<file path="config.mk">
export PLATFORM = sky130hd
export DESIGN_NAME = sdram_pixel_writer
export DESIGN_NICKNAME = d
export VERILOG_FILES = /design/src/rtl/sdram_pixel_writer.sv
export SDC_FILE = /design/constraint.sdc
export NUM_CORES = 1
export LEC_CHECK = 0
export CELL_PAD_IN_SITES_DETAIL_PLACEMENT = 1
export CELL_PAD_IN_SITES_GLOBAL_PLACEMENT = 1
export CORE_MARGIN = 2
export CORE_UTILIZATION = 29
export CTS_CLUSTER_DIAMETER = 50
export CTS_CLUSTER_SIZE = 28
export DETAILED_ROUTE_END_ITERATION = 8
export GPL_ROUTABILITY_DRIVEN = 0
export PLACE_DENSITY_LB_ADDON = 0.12
export SETUP_SLACK_MARGIN = 0.3
export SYNTH_ARGS = -nofsm -noshare
export SYNTH_HDL_FRONTEND = slang
export SYNTH_SLANG_ARGS = --single-unit
</file>
<file path="constraint.sdc">
create_clock -name CLK -period 6.7 [get_ports CLK]
set_input_delay 1.005 -clock CLK [delete_from_list [all_inputs] [get_ports CLK]]
set_output_delay 1.005 -clock CLK [all_outputs]
set_load 0.03 [all_outputs]
</file>
<file path="src/rtl/sdram_pixel_writer.sv">
// Buffers fractal_calc pixels in a small FIFO and drains them into the SDRAM
// Avalon bridge as single-word writes at the column-major display address.
module sdram_pixel_writer #(
    parameter int DEPTH  = 16,
    parameter int WIDTH  = 640,
    parameter int HEIGHT = 480
) (
    input  logic        CLK,
    input  logic        RESET_N,
    input  logic        PIX_VALID,
    output logic        PIX_READY,
    input  logic [9:0]  PIX_X,
    input  logic [9:0]  PIX_Y,
    input  logic [7:0]  PIX_I,
    input  logic        FRAME_START,
    output logic [22:0] BRIDGE_ADDR,
    output logic [1:0]  BRIDGE_BYTE_EN,
    output logic        BRIDGE_WRITE,
    output logic [15:0] BRIDGE_WRITEDATA,
    input  logic        BRIDGE_ACK,
    output logic        SDRAM_DRAW,
    output logic [18:0] PIXEL_COUNT,
    output logic [7:0]  DROP_COUNT,
    output logic        FRAME_DONE
);
    localparam int AW = $clog2(DEPTH);
    localparam logic [AW:0]   FULL     = {1'b1, {AW{1'b0}}};
    localparam logic [AW-1:0] PTR_ONE  = {{(AW-1){1'b0}}, 1'b1};
    localparam logic [22:0]   STRIDE   = 23'(HEIGHT);
    localparam logic [18:0]   LAST_PIX = 19'(WIDTH * HEIGHT - 1);

    typedef enum logic {IDLE, WRITE} state_t;

    state_t        state;
    logic [30:0]   fifo_mem [DEPTH];
    logic [30:0]   head;
    logic [AW-1:0] wr_ptr;
    logic [AW-1:0] rd_ptr;
    logic [AW:0]   count;
    logic [AW:0]   count_next;
    logic          in_range;
    logic          accept;
    logic          push;
    logic          drop;
    logic          pop;
    logic [22:0]   pix_addr;

    function automatic logic [7:0] sat_inc8(input logic [7:0] v);
        return (v == 8'hFF) ? v : v + 8'd1;
    endfunction

    assign in_range   = (32'(PIX_X) < WIDTH) && (32'(PIX_Y) < HEIGHT);
    assign accept     = PIX_VALID & PIX_READY;
    assign push       = accept & in_range;
    assign drop       = accept & ~in_range;
    assign pop        = (state == WRITE) & BRIDGE_ACK;
    assign pix_addr   = 23'(PIX_X) * STRIDE + 23'(PIX_Y);
    assign count_next = count + {{AW{1'b0}}, push} - {{AW{1'b0}}, pop};
    assign head       = fifo_mem[rd_ptr];

    assign BRIDGE_BYTE_EN = 2'b11;
    assign SDRAM_DRAW     = (count != '0) || (state == WRITE);

    // Storage holds data only; validity is tracked by the pointers and count.
    always_ff @(posedge CLK) begin
        if (push)
            fifo_mem[wr_ptr] <= {pix_addr, PIX_I};
    end

    always_ff @(posedge CLK or negedge RESET_N) begin
        if (!RESET_N) begin
            wr_ptr           <= '0;
            rd_ptr           <= '0;
            count            <= '0;
            PIX_READY        <= 1'b0;
            state            <= IDLE;
            BRIDGE_WRITE     <= 1'b0;
            BRIDGE_ADDR      <= '0;
            BRIDGE_WRITEDATA <= '0;
        end else begin
            if (push)
                wr_ptr <= wr_ptr + PTR_ONE;
            if (pop)
                rd_ptr <= rd_ptr + PTR_ONE;
            count     <= count_next;
            PIX_READY <= (count_next < FULL);

            // The head stays queued while its write is in flight; it leaves on ACK.
            case (state)
                IDLE: begin
                    if (count != '0) begin
                        BRIDGE_ADDR      <= head[30:8];
                        BRIDGE_WRITEDATA <= {8'h00, head[7:0]};
                        BRIDGE_WRITE     <= 1'b1;
                        state            <= WRITE;
                    end
                end
                WRITE: begin
                    if (BRIDGE_ACK) begin
                        BRIDGE_WRITE <= 1'b0;
                        state        <= IDLE;
                    end
                end
                default: state <= IDLE;
            endcase
        end
    end

    always_ff @(posedge CLK or negedge RESET_N) begin
        if (!RESET_N) begin
            PIXEL_COUNT <= '0;
            DROP_COUNT  <= '0;
            FRAME_DONE  <= 1'b0;
        end else begin
            FRAME_DONE <= 1'b0;
            // A frame restart swallows a coincident ACK: it still pops but is not counted.
            if (FRAME_START) begin
                PIXEL_COUNT <= '0;
                DROP_COUNT  <= '0;
            end else begin
                if (pop) begin
                    if (PIXEL_COUNT == LAST_PIX) begin
                        PIXEL_COUNT <= '0;
                        FRAME_DONE  <= 1'b1;
                    end else begin
                        PIXEL_COUNT <= PIXEL_COUNT + 19'd1;
                    end
                end
                if (drop)
                    DROP_COUNT <= sat_inc8(DROP_COUNT);
            end
        end
    end

endmodule
</file>
==> summary.md, run 1 <==
| Metric | Value |
|---|---|
| YS warnings | 0 |
| Synth top area cells | edfxtp_1 62%, mux4_2 15%, dfrtp_1 8.3% |
| Max rail drop VDD | 0.000192 V |
| M1 WL | 23,500 um |
| Clock Tree Root | clkbuf_16 |
| Worst Hold Class | in2async |
| Routed wl met2 | 28,000 um |
| PD cells | 427 nW/um2 |
| Placed Area | 23,900 um2 |
| Synthesized instance count | 1,123 |
| Final hold viol count | 0 |
| Crit path arrival time | 5340 ps |
| Kind of critical path | in2reg |
| Final setup viols | 0 |
| Post_cts resized | 0 |
| EDFF count, synth | 448 |
| Most common cell in the netlist | edfxtp_1 |
| Leakage | 8.94 nW |
| Area leader, netlist | edfxtp_1 |
| Max H-tree Level | 3 |
| Core ar. | 74,200 um2 |
| CP Launch Type | primary input |
| Die area | between 70,000 and 80,000 um2 |
| Final Util | 35.6% |
| Area grow syn2layout | 22.0% |
| Top Layer Used | met4 |
| Reg2reg end | BRIDGE_ADDR[12]$_DFFE_PN0P_ |
| Final Slew Violations | 0 |
| Post-synthesis cell type count | 53 |
| First-pass GRT wire length | a little over 80,000 um |
| Synth Cell Area | between 20,000 and 25,000 um2 |
| Fillers | 7,284 |
| Tcrit/Tclk final | roughly three quarters |
| Worst-Skew Late Latency | 600 ps |
| Core Rows | 100 |
| Synth cell count leaders | 448 x edfxtp_1, 140 x mux4_2, 72 x dfrtp_1 |
| Sequential share of the synthesized area | between 70% and 80% |
| Hpwl dp | roughly 32,000 um |
| WP data required | 6940 ps |
| Chip width | 277 um |
| Final Hold Slack | just under 400 ps |
| Setup Skew | 25.5 ps |
| Max-cap check violation count | 0 |
| Met3 Wirelength | 2280 um |
| Fraction of registers with async set/reset | between 10% and 20% |
| CTS tree | done |
| Share of cells above drive strength 1 | 26.5% |
| Final WL | 55,000 um |
| Ports | 105 |
| Area of all placed cells without fillers | 26,400 um2 |
| Total congestion overflow | 0 |
| Cts hold-fix bufs | 0 |
| Clk pin slew, worst setup/hold paths | 50 ps |
| RSZ-0062 raised after global routing | no |
| Initial Utilization | 29.2% |
| Area of the multi-input gates | 6020 um2 |
| Port Buffers | 91 |
| Die H | roughly 280 um |
| Antenna cells | 0 |
| Reg2Reg Setup Slack | 3490 ps |
| Initial antenna violation count | 0 |
| Worst Path Max Fanout | 16 |
| Worst R2R Path Depth | 4 |
| Vias | 10,937 |
| Num CTS Buffers | 70 |
| Vias per cell | 4.74 |
| Post-route antenna net violation count | 0 |
| Setup TNS Final | 0 ps |
| Postcts setup bufs | 0 |
| Area share of the largest cell type after synthesis | between 60 and 70% |
| Clk sink count | 520 |
| Vias in the first global route | 12,089 |
| DR iter-0 viols | 659 |
| Register bit count reported by yosys | 520 |
| Residual DRC | 0 |
| RR Startpoint | rd_ptr[0]$_DFFE_PN0P_ |
| Crit end category | flip-flop |
| TritonRoute pass-1 iters | 5 |
| Min Tclk post-route | 5090 ps |
| Fmax | 0.196 GHz |
| GRT Resource Usage Total | between 10% and 20% |
| Max Root-Sink Buffers | 3 |
| Top FF cell, synth | edfxtp_1 |
| Tightest Pin Transition | 1130 ps |
| Largest net degree at the start of global routing | 53 |
| Final layout net count | approximately 1,400 |
| Relative slew margins | 24.4% |
| Status | complete, no violations |
| Drt wl/cell | 23.8 um |
| Register area | 15,300 um2 |
| Avg Cell Area, Syn | slightly below 20 um2 |
-- power by group --
group	internal [mW]	switching, mW
logic	1.42	1.55
clock network	2.42	1.53
registers	4.06	0.303
total	7.90	3.38
-- worst max-delay path by stage --
stage | startpoint | end | slack [ps] | cells after the start
after detailed placement | PIX_X[3] | fifo_mem[3][25]$_DFFE_PP_ | 980 | 13
after global placement | PIX_X[3] | fifo_mem[2][25]$_DFFE_PP_ | 1080 | 13
final | PIX_X[3] | fifo_mem[2][25]$_DFFE_PP_ | 1610 | 13
after floorplan | PIX_X[0] | fifo_mem[0][26]$_DFFE_PP_ | 2080 | 13
after global routing | PIX_X[3] | fifo_mem[2][25]$_DFFE_PP_ | 1200 | 13
after CTS | PIX_X[3] | fifo_mem[2][25]$_DFFE_PP_ | 1620 | 13
-- critical path, cell delays in order --
cell and delay (ps):
clkdlybuf4s50_1 460, inv_1 130, fa_1 520, fa_1 510
inv_1 40, ha_1 380, a21o_1 230, a31oi_1 290
a32o_1 280, a311oi_1 140, nor3_1 250, nor2b_1 270
xor2_1 820
-- registers in the layout, summed over array words and instances, names as in the netlist --
name              count
fifo_mem            448
BRIDGE_ADDR          20
PIXEL_COUNT          19
BRIDGE_WRITEDATA      8
DROP_COUNT            8
count                 5
rd_ptr                4
wr_ptr                4
BRIDGE_WRITE          1
FRAME_DONE            1
PIX_READY             1
state                 1
-- layer usage --
metal,vias up,track usage [%]
met3,86,2.40
met4,0,4.17
met5,-,0
met2,203,25.1
li1,4742,-
met1,5906,19.2
-- cell usage in the layout (no fill, tap or decap), drive strengths merged, types with 3 or more instances in the layout --
| cell type | Yosys | layout |
|---|---|---|
| clkdlybuf4s50 | 0 | 90 |
| xor2 | 18 | 18 |
| nand2 | 41 | 41 |
| xnor2 | 29 | 29 |
| bufinv | 0 | 9 |
| buf | 34 | 41 |
| fa | 19 | 19 |
| dfrtp | 72 | 72 |
| ha | 36 | 36 |
| o21ai | 18 | 18 |
| edfxtp | 448 | 448 |
| nand3 | 16 | 16 |
| nand2b | 5 | 5 |
| conb | 2 | 13 |
| inv | 53 | 70 |
| and3 | 5 | 5 |
| clkbuf | 24 | 77 |
| nor2 | 52 | 52 |
| nand4 | 9 | 9 |
| mux4 | 140 | 140 |
| nor2b | 5 | 5 |
| clkinv | 0 | 25 |
| nor3 | 11 | 11 |
| mux2 | 28 | 28 |
| o22ai | 3 | 3 |
| a21o | 7 | 7 |
| a21oi | 14 | 14 |
-- area by class of cell --
class                   instances  area share (%)
multi-input cells             503            22.8
inverters                      53           0.754
clock buffers                  77            7.10
repair buffers                131            4.63
clock inverters                53            2.32
flip-flops and latches        520            57.8
well taps                     969            4.59
-- logic make-up after synthesis --
| group | synth area share (%) |
|---|---|
| and+or+nand+nor | 3.45 |
| AOI/OAI and AO/OA | 1.77 |
| other | 0.0347 |
| xor gates and xnor gates | 1.90 |
| adders and majority gates | 3.84 |
| buffers and inverters | 2.46 |
| DFF | 70.5 |
| muxes | 16.1 |
-- through the flow --
stage               std cells  total power, mW  setup slack (ps)
global route             2306             11.9              1200
CTS                      2306             11.5              1620
detailed placement       2176             7.52               981
global placement         2176             7.48              1080
finish                   2306             11.3              1610
floorplan                1134             6.44              2080
Power figures use the tool's default switching activity.
==> run 2: changes to the inputs <==
==> constraint.sdc (replaced) <==
create_clock -name CLK -period 4.9 [get_ports CLK]
set_input_delay 0.735 -clock CLK [delete_from_list [all_inputs] [get_ports CLK]]
set_output_delay 0.735 -clock CLK [all_outputs]
set_load 0.03 [all_outputs]
==> summary.md, run 2 (synthesis results as in run 1) <==
| Metric | Value |
|---|---|
| Status | complete, no violations |
| P_sw | 4.62 mW (+37%) |
| Antenna cells | 0 (unchanged) |
| Final setup viols | 0 (unchanged) |
| Final hold viol count | 0 (unchanged) |
| Max-cap check violation count | 0 (unchanged) |
| First-pass GRT wire length | 81,500 um (-0.91%) |
| Crit path arrival time | 4700 ps (-640 ps) |
| Total congestion overflow | 0 (unchanged) |
| Worst path cell trace | clkdlybuf4s50_1 > fa_1 > inv_1 > fa_1 > fa_1 > inv_1 > ha_1 > o21ai_0 > o21bai_1 > a21oi_1 > nor3b_1 > and3_1 > nand3_1 > xnor2_4 > buf_12 |
| Sequential share of power | 37.8% (-0.9 points) |
| Num CTS Buffers | 68 (-2.9%) |
| Worst Hold Class | in2async |
| Cell-internal power | 11.0 mW (+39%) |
| GRT Resource Usage Total | 14.4% (-0.27 points) |
| CP delay by family, top | adder cells |
| Die H | 277 um (unchanged) |
| Clock network power share | 33.9% (-1.0 points) |
| Initial antenna violation count | 1 (+1) |
| Chip width | 277 um (unchanged) |
| Tot Pwr | 15.6 mW (+38%) |
| Kind of critical path | in2reg |
| Crit end category | flip-flop |
| Setup Skew | 24.1 ps (-1.47 ps) |
| Switching share of power | 29.7% (-0.31 points) |
| Leakage | 9.22 nW (+3.2%) |
| Crit path buf inv count | 4 (+1) |
| TritonRoute pass-1 iters | 4 (-1) |
| Die area | 76,800 um2 (unchanged) |
| Clock Tree Root | clkbuf_16 |
| Hpwl dp | 32,200 um (+0.77%) |
| Initial Utilization | 29.2% (unchanged) |
| Final Hold Slack | 158 ps (-237 ps) |
| Vias | 11,078 (+1.3%) |
| Slowest cell on crit path | fa_1 |
| Fmax | 0.229 GHz |
| Register name with the most flops | fifo_mem |
| Final Slew Violations | 0 (unchanged) |
| DR iter-0 viols | 622 (-5.6%) |
| Post-route antenna net violation count | 0 (unchanged) |
| Tightest Pin Transition | 1050 ps (-74.4 ps) |
| Share of cells above drive strength 1 | 29.6% (+3.1 points) |
| Final WL | 54,300 um (-1.2%) |
| Clk pin slew, worst setup/hold paths | 50 ps (about the same) |
| Max reg flops | 448 (unchanged) |
| Max H-tree Level | 3 (unchanged) |
| Worst path max stage delay | 580 ps (-240 ps) |
| Core Rows | 100 (unchanged) |
| WP data required | 5230 ps (-1710 ps) |
| CP Launch Type | primary input |
| CTS tree | done |
| Worst path most repeated cell | fa_1 |
| Vias per cell | 4.69 (-1.1%) |
| Ports | 105 (unchanged) |
| Port Buffers | 91 (unchanged) |
| Residual DRC | 0 (unchanged) |
| Final layout net count | 1,424 (+4.2%) |
| Most common cell after layout, fill and taps aside | edfxtp_1 |
| Max Root-Sink Buffers | 3 (unchanged) |
| Max rail drop VDD | 0.000262 V (+37%) |
| Drt wl/cell | 23.0 um (-3.5%) |
| Clk sink count | 520 (unchanged) |
| Worst Path Max Fanout | 16 (unchanged) |
| Largest net degree at the start of global routing | 61 (+15%) |
| Core ar. | 74,200 um2 (unchanged) |
| Min Tclk post-route | 4360 ps |
| PD cells | 579 nW/um2 (+35%) |
| Area grow syn2layout | 24.3% |
| Worst-Skew Late Latency | 600 ps (about the same) |
| Relative slew margins | 29.9% (+5.5 points) |
| Cts hold-fix bufs | 0 (unchanged) |
| Tcrit/Tclk final | 89.1% |
| Most frequent cells in the layout | 448 x edfxtp_1, 140 x mux4_2, 94 x buf_4 |
| Vias in the first global route | 12,187 (+0.81%) |
| RSZ-0062 raised after global routing | no |
| Combinational group share of total power | 28.3% (+1.9 points) |
| Biggest regs | fifo_mem: 448 flops, BRIDGE_ADDR: 20 flops, PIXEL_COUNT: 19 flops |
[run 2: final timing paths]
check                                            start                           to  slack, ps  cells past startpoint
hold / removal                                 RESET_N  PIXEL_COUNT[18]$_DFFE_PN0P_        160                      1
setup / recovery                              PIX_X[0]    fifo_mem[3][26]$_DFFE_PP_        540                     15
hold reg to reg            BRIDGE_ADDR[18]$_DFFE_PN0P_  BRIDGE_ADDR[18]$_DFFE_PN0P_        500                      1
min in group CLK           BRIDGE_ADDR[18]$_DFFE_PN0P_  BRIDGE_ADDR[18]$_DFFE_PN0P_        500                      1
setup reg to reg                       state$_DFF_PN0_          PIX_READY$_DFF_PN0_       2110                     13
max in group asynchronous                      RESET_N        rd_ptr[0]$_DFFE_PN0P_       3610                      2
[run 2: routing by layer]
metal  track usage, %  part of all wire, %  vias to the layer above
li1                 -                    -                     4858
met1             19.6                   46                     5996
met2             23.8                   49                      156
met3             2.53                  3.0                       68
met4             3.69                  1.8                        0
met5                0                    0                        -
[run 2: repair_timing]
item,CTS,global route
setup endpoints to repair,48,64
pin swaps,0,2
resized for setup,3,4
buffers inserted,0,2
[run 2: through the flow]
step	setup TNS, ps	worst slack (ps)	cell area (um2)	cells	utilization [%]
global route	0	329	26900	2361	36.3
global placement	-25270	-500	24400	2233	32.9
finish	0	536	26900	2361	36.3
CTS	0	338	26800	2359	36.2
floorplan	0	547	21700	1134	-
detailed placement	-34610	-660	24400	2233	32.9
[run 2: cell type report]
cell class	instances	area [um2]
Inverter	53	199
Clock inverter	46	611
Sequential cell	520	15300
Clock buffer	80	1820
Timing Repair Buffer	190	1730
Tap cell	969	1210
Multi-Input combinational cell	503	6080
Fill cell	7312	47300
[run 2: worst reg2reg max path: stages, from the launching register on]
cell     delay [ps]
dfrtp_1         390
nand2_1         290
inv_1           500
ha_1            330
inv_1            60
ha_1            150
inv_1            60
fa_1            410
inv_1            70
a21oi_1          60
nor2_1           80
nor2_1           60
xnor2_1         180
inv_1            60
[run 2: power by group through the flow]
stage	Clock [mW]	Sequential (mW)	Combinational [mW]
after floorplan	0	6.01	2.81
after CTS	5.44	5.92	4.49
after detailed placement	0	6.01	4.46
after global routing	5.60	5.95	4.81
final	5.28	5.90	4.40
after global placement	0	6.01	4.42
==> run 3: changes to the inputs <==
==> constraint.sdc (replaced) <==
create_clock -name CLK -period 4.2 [get_ports CLK]
set_input_delay 0.63 -clock CLK [delete_from_list [all_inputs] [get_ports CLK]]
set_output_delay 0.63 -clock CLK [all_outputs]
set_load 0.03 [all_outputs]
==> summary.md, run 3 (synthesis results as in run 1) <==
| Metric | Value |
|---|---|
| Status | complete, no violations |
| Max-cap check violation count | 0 (unchanged) |
| Clk sink count | 520 (unchanged) |
| Num CTS Buffers | 70 (+2.9%) |
| First-pass GRT wire length | 81,700 um (+0.28%) |
| Worst path max stage delay | 520 ps (-60 ps) |
| Crit path arrival time | 4140 ps (-560 ps) |
| Worst path cell trace | clkdlybuf4s50_1 > inv_2 > fa_1 > fa_1 > inv_1 > ha_4 > a21o_1 > a31oi_4 > a32o_2 > a311oi_4 > nor3_4 > nor2b_4 > xor2_4 > buf_12 |
| Final hold viol count | 0 (unchanged) |
| Largest net degree at the start of global routing | 61 (unchanged) |
| WP data required | 4530 ps (-700 ps) |
| Worst path most repeated cell | fa_1 |
| TritonRoute pass-1 iters | 6 (+2) |
| Max H-tree Level | 3 (unchanged) |
| Max Root-Sink Buffers | 3 (unchanged) |
| Worst Hold Class | in2async |
| Switching share of power | 30.1% (+0.42 points) |
| Residual DRC | 0 (unchanged) |
| Total congestion overflow | 0 (unchanged) |
| P_sw | 5.61 mW (+21%) |
| Clk pin slew, worst setup/hold paths | 60 ps (about the same) |
| Die area | 76,800 um2 (unchanged) |
| Min Tclk post-route | 3810 ps |
| Placed Area | 24,900 um2 (+2.2%) |
| Sequential share of power | 37.0% (-0.8 points) |
| Core Rows | 100 (unchanged) |
| Fmax | around 0.26 GHz |
| Clock network power share | 32.6% (-1.3 points) |
| DR iter-0 viols | 527 (-15%) |
| Register name with the most flops | fifo_mem |
| Clock Tree Root | clkbuf_16 |
| Die H | 277 um (unchanged) |
| GRT Resource Usage Total | 14.4% (+0.029 points) |
| Setup TNS Final | 0 ps (unchanged) |
| Leakage | 9.44 nW (+2.3%) |
| Core ar. | 74,200 um2 (unchanged) |
| Port Buffers | 91 (unchanged) |
| Slowest cell on crit path | fa_1 |
| Initial Utilization | 29.2% (unchanged) |
| Vias | 11,073 (-0.045%) |
| Reg2Reg Setup Slack | 1670 ps (-440 ps) |
| Worst-Skew Late Latency | 590 ps (about the same) |
| Tcrit/Tclk final | 90.7% |
| Vias per cell | 4.63 (-1.2%) |
| Hpwl dp | 32,700 um (+1.5%) |
| Crit path buf inv count | 4 (unchanged) |
| Combinational group share of total power | 30.5% (+2.2 points) |
| Ports | 105 (unchanged) |
| Biggest regs | fifo_mem: 448 flops, BRIDGE_ADDR: 20 flops, PIXEL_COUNT: 19 flops |
| Cell-internal power | 13.0 mW (+19%) |
| Area grow syn2layout | 27.8% |
| Final WL | 55,000 um (+1.2%) |
| PD cells | 674 nW/um2 (+16%) |
| Worst R2R Path Depth | 4 (-9) |
| Drt wl/cell | 23.0 um (about the same) |
| Kind of critical path | in2reg |
| Post-route antenna net violation count | 0 (unchanged) |
| CP Launch Type | primary input |
| RR Startpoint | rd_ptr[1]$_DFFE_PN0P_ |
| Initial antenna violation count | 0 (-1) |
| Most common cell after layout, fill and taps aside | edfxtp_1 |
| CTS tree | done |
| Vias in the first global route | 12,105 (-0.67%) |
| Chip width | 277 um (unchanged) |
| Cts hold-fix bufs | 0 (unchanged) |
| Final Hold Slack | 175 ps (+16.8 ps) |
| Final layout net count | 1,454 (+2.1%) |
| Max reg flops | 448 (unchanged) |
| Setup Skew | 21.6 ps (-2.42 ps) |
| Most frequent cells in the layout | 448 x edfxtp_1, 140 x mux4_2, 97 x buf_4 |
| Tightest Pin Transition | 1050 ps (-5.91 ps) |
| Final Slew Violations | 0 (unchanged) |
| Reg2reg end | BRIDGE_ADDR[14]$_DFFE_PN0P_ |
| Final WS setup | 392 ps (-143 ps) |
| Final setup viols | 0 (unchanged) |
| Placement Setup Slack | -740 ps (-80.7 ps) |
| Share of cells above drive strength 1 | 33.2% (+3.6 points) |
| Relative slew margins | 30.3% (+0.39 points) |
| Max rail drop VDD | 0.000414 V (+58%) |
| Antenna cells | 0 (unchanged) |
| Crit end category | flip-flop |
| Tot Pwr | 18.6 mW (+20%) |
| Area of all placed cells without fillers | 27,700 um2 (+2.8%) |
| RSZ-0062 raised after global routing | no |
| Worst Path Max Fanout | 16 (unchanged) |
| CP delay by family, top | adder cells |
==> run 3: cell count changes in the layout (fill, tap and decap cells not counted), sizes merged, moves of 2 or more <==
cell	change
buf	+27
clkbuf	+4
clkinv	-4
clkinvlp	+4
clkdlybuf4s50	-3
bufinv	-2
==> run 3: final cells by class <==
cell class,instances,area [um2]
Clock buffer,81,1830
Clock inverter,45,569
Fill cell,7238,46500
Inverter,53,199
Multi-Input combinational cell,504,6370
Sequential cell,520,15300
Tap cell,969,1210
Timing Repair Buffer,217,2210
==> run 3: how the worst max path moves through the flow <==
stage | from | to | slack (ps) | cells past startpoint
floorplan | PIX_X[0] | fifo_mem[0][22]$_DFFE_PP_ | 190 | 12
global placement | PIX_X[0] | fifo_mem[2][24]$_DFFE_PP_ | -650 | 14
detailed placement | PIX_X[0] | fifo_mem[0][24]$_DFFE_PP_ | -740 | 14
CTS | PIX_X[3] | fifo_mem[3][21]$_DFFE_PP_ | 310 | 13
global route | PIX_X[3] | fifo_mem[1][25]$_DFFE_PP_ | 260 | 13
finish | PIX_X[4] | fifo_mem[1][25]$_DFFE_PP_ | 390 | 14
==> run 3: power by group through the flow <==
stage	clock network, mW	registers [mW]	logic [mW]
after CTS	6.26	6.93	5.63
after floorplan	0	7.00	3.34
after detailed placement	0	7.03	5.50
after global placement	0	7.03	5.44
after global routing	6.45	6.96	6.16
final	6.07	6.90	5.68
==> run 3: per-layer routing <==
metal	up-vias	global-route usage, %	wire length, um
li1	4927	-	-
met3	59	2.26	2080
met2	182	23.4	26700
met4	0	3.90	901
met1	5905	20.2	25200
met5	-	0	0
==> run 3: stage by stage <==
step / utilization [%] / std cells
detailed placement: 33.6 / 2253
finish: 37.3 / 2389
global placement: 33.6 / 2253
CTS: 37.0 / 2382
floorplan: - / 1134
global route: 37.3 / 2389
==> run 3: what timing repair did <==
item	CTS	global route
pin swaps	5	20
endpoints found under the setup margin	112	112
buffers inserted	3	6
gates cloned	0	1
gates resized for setup	12	36
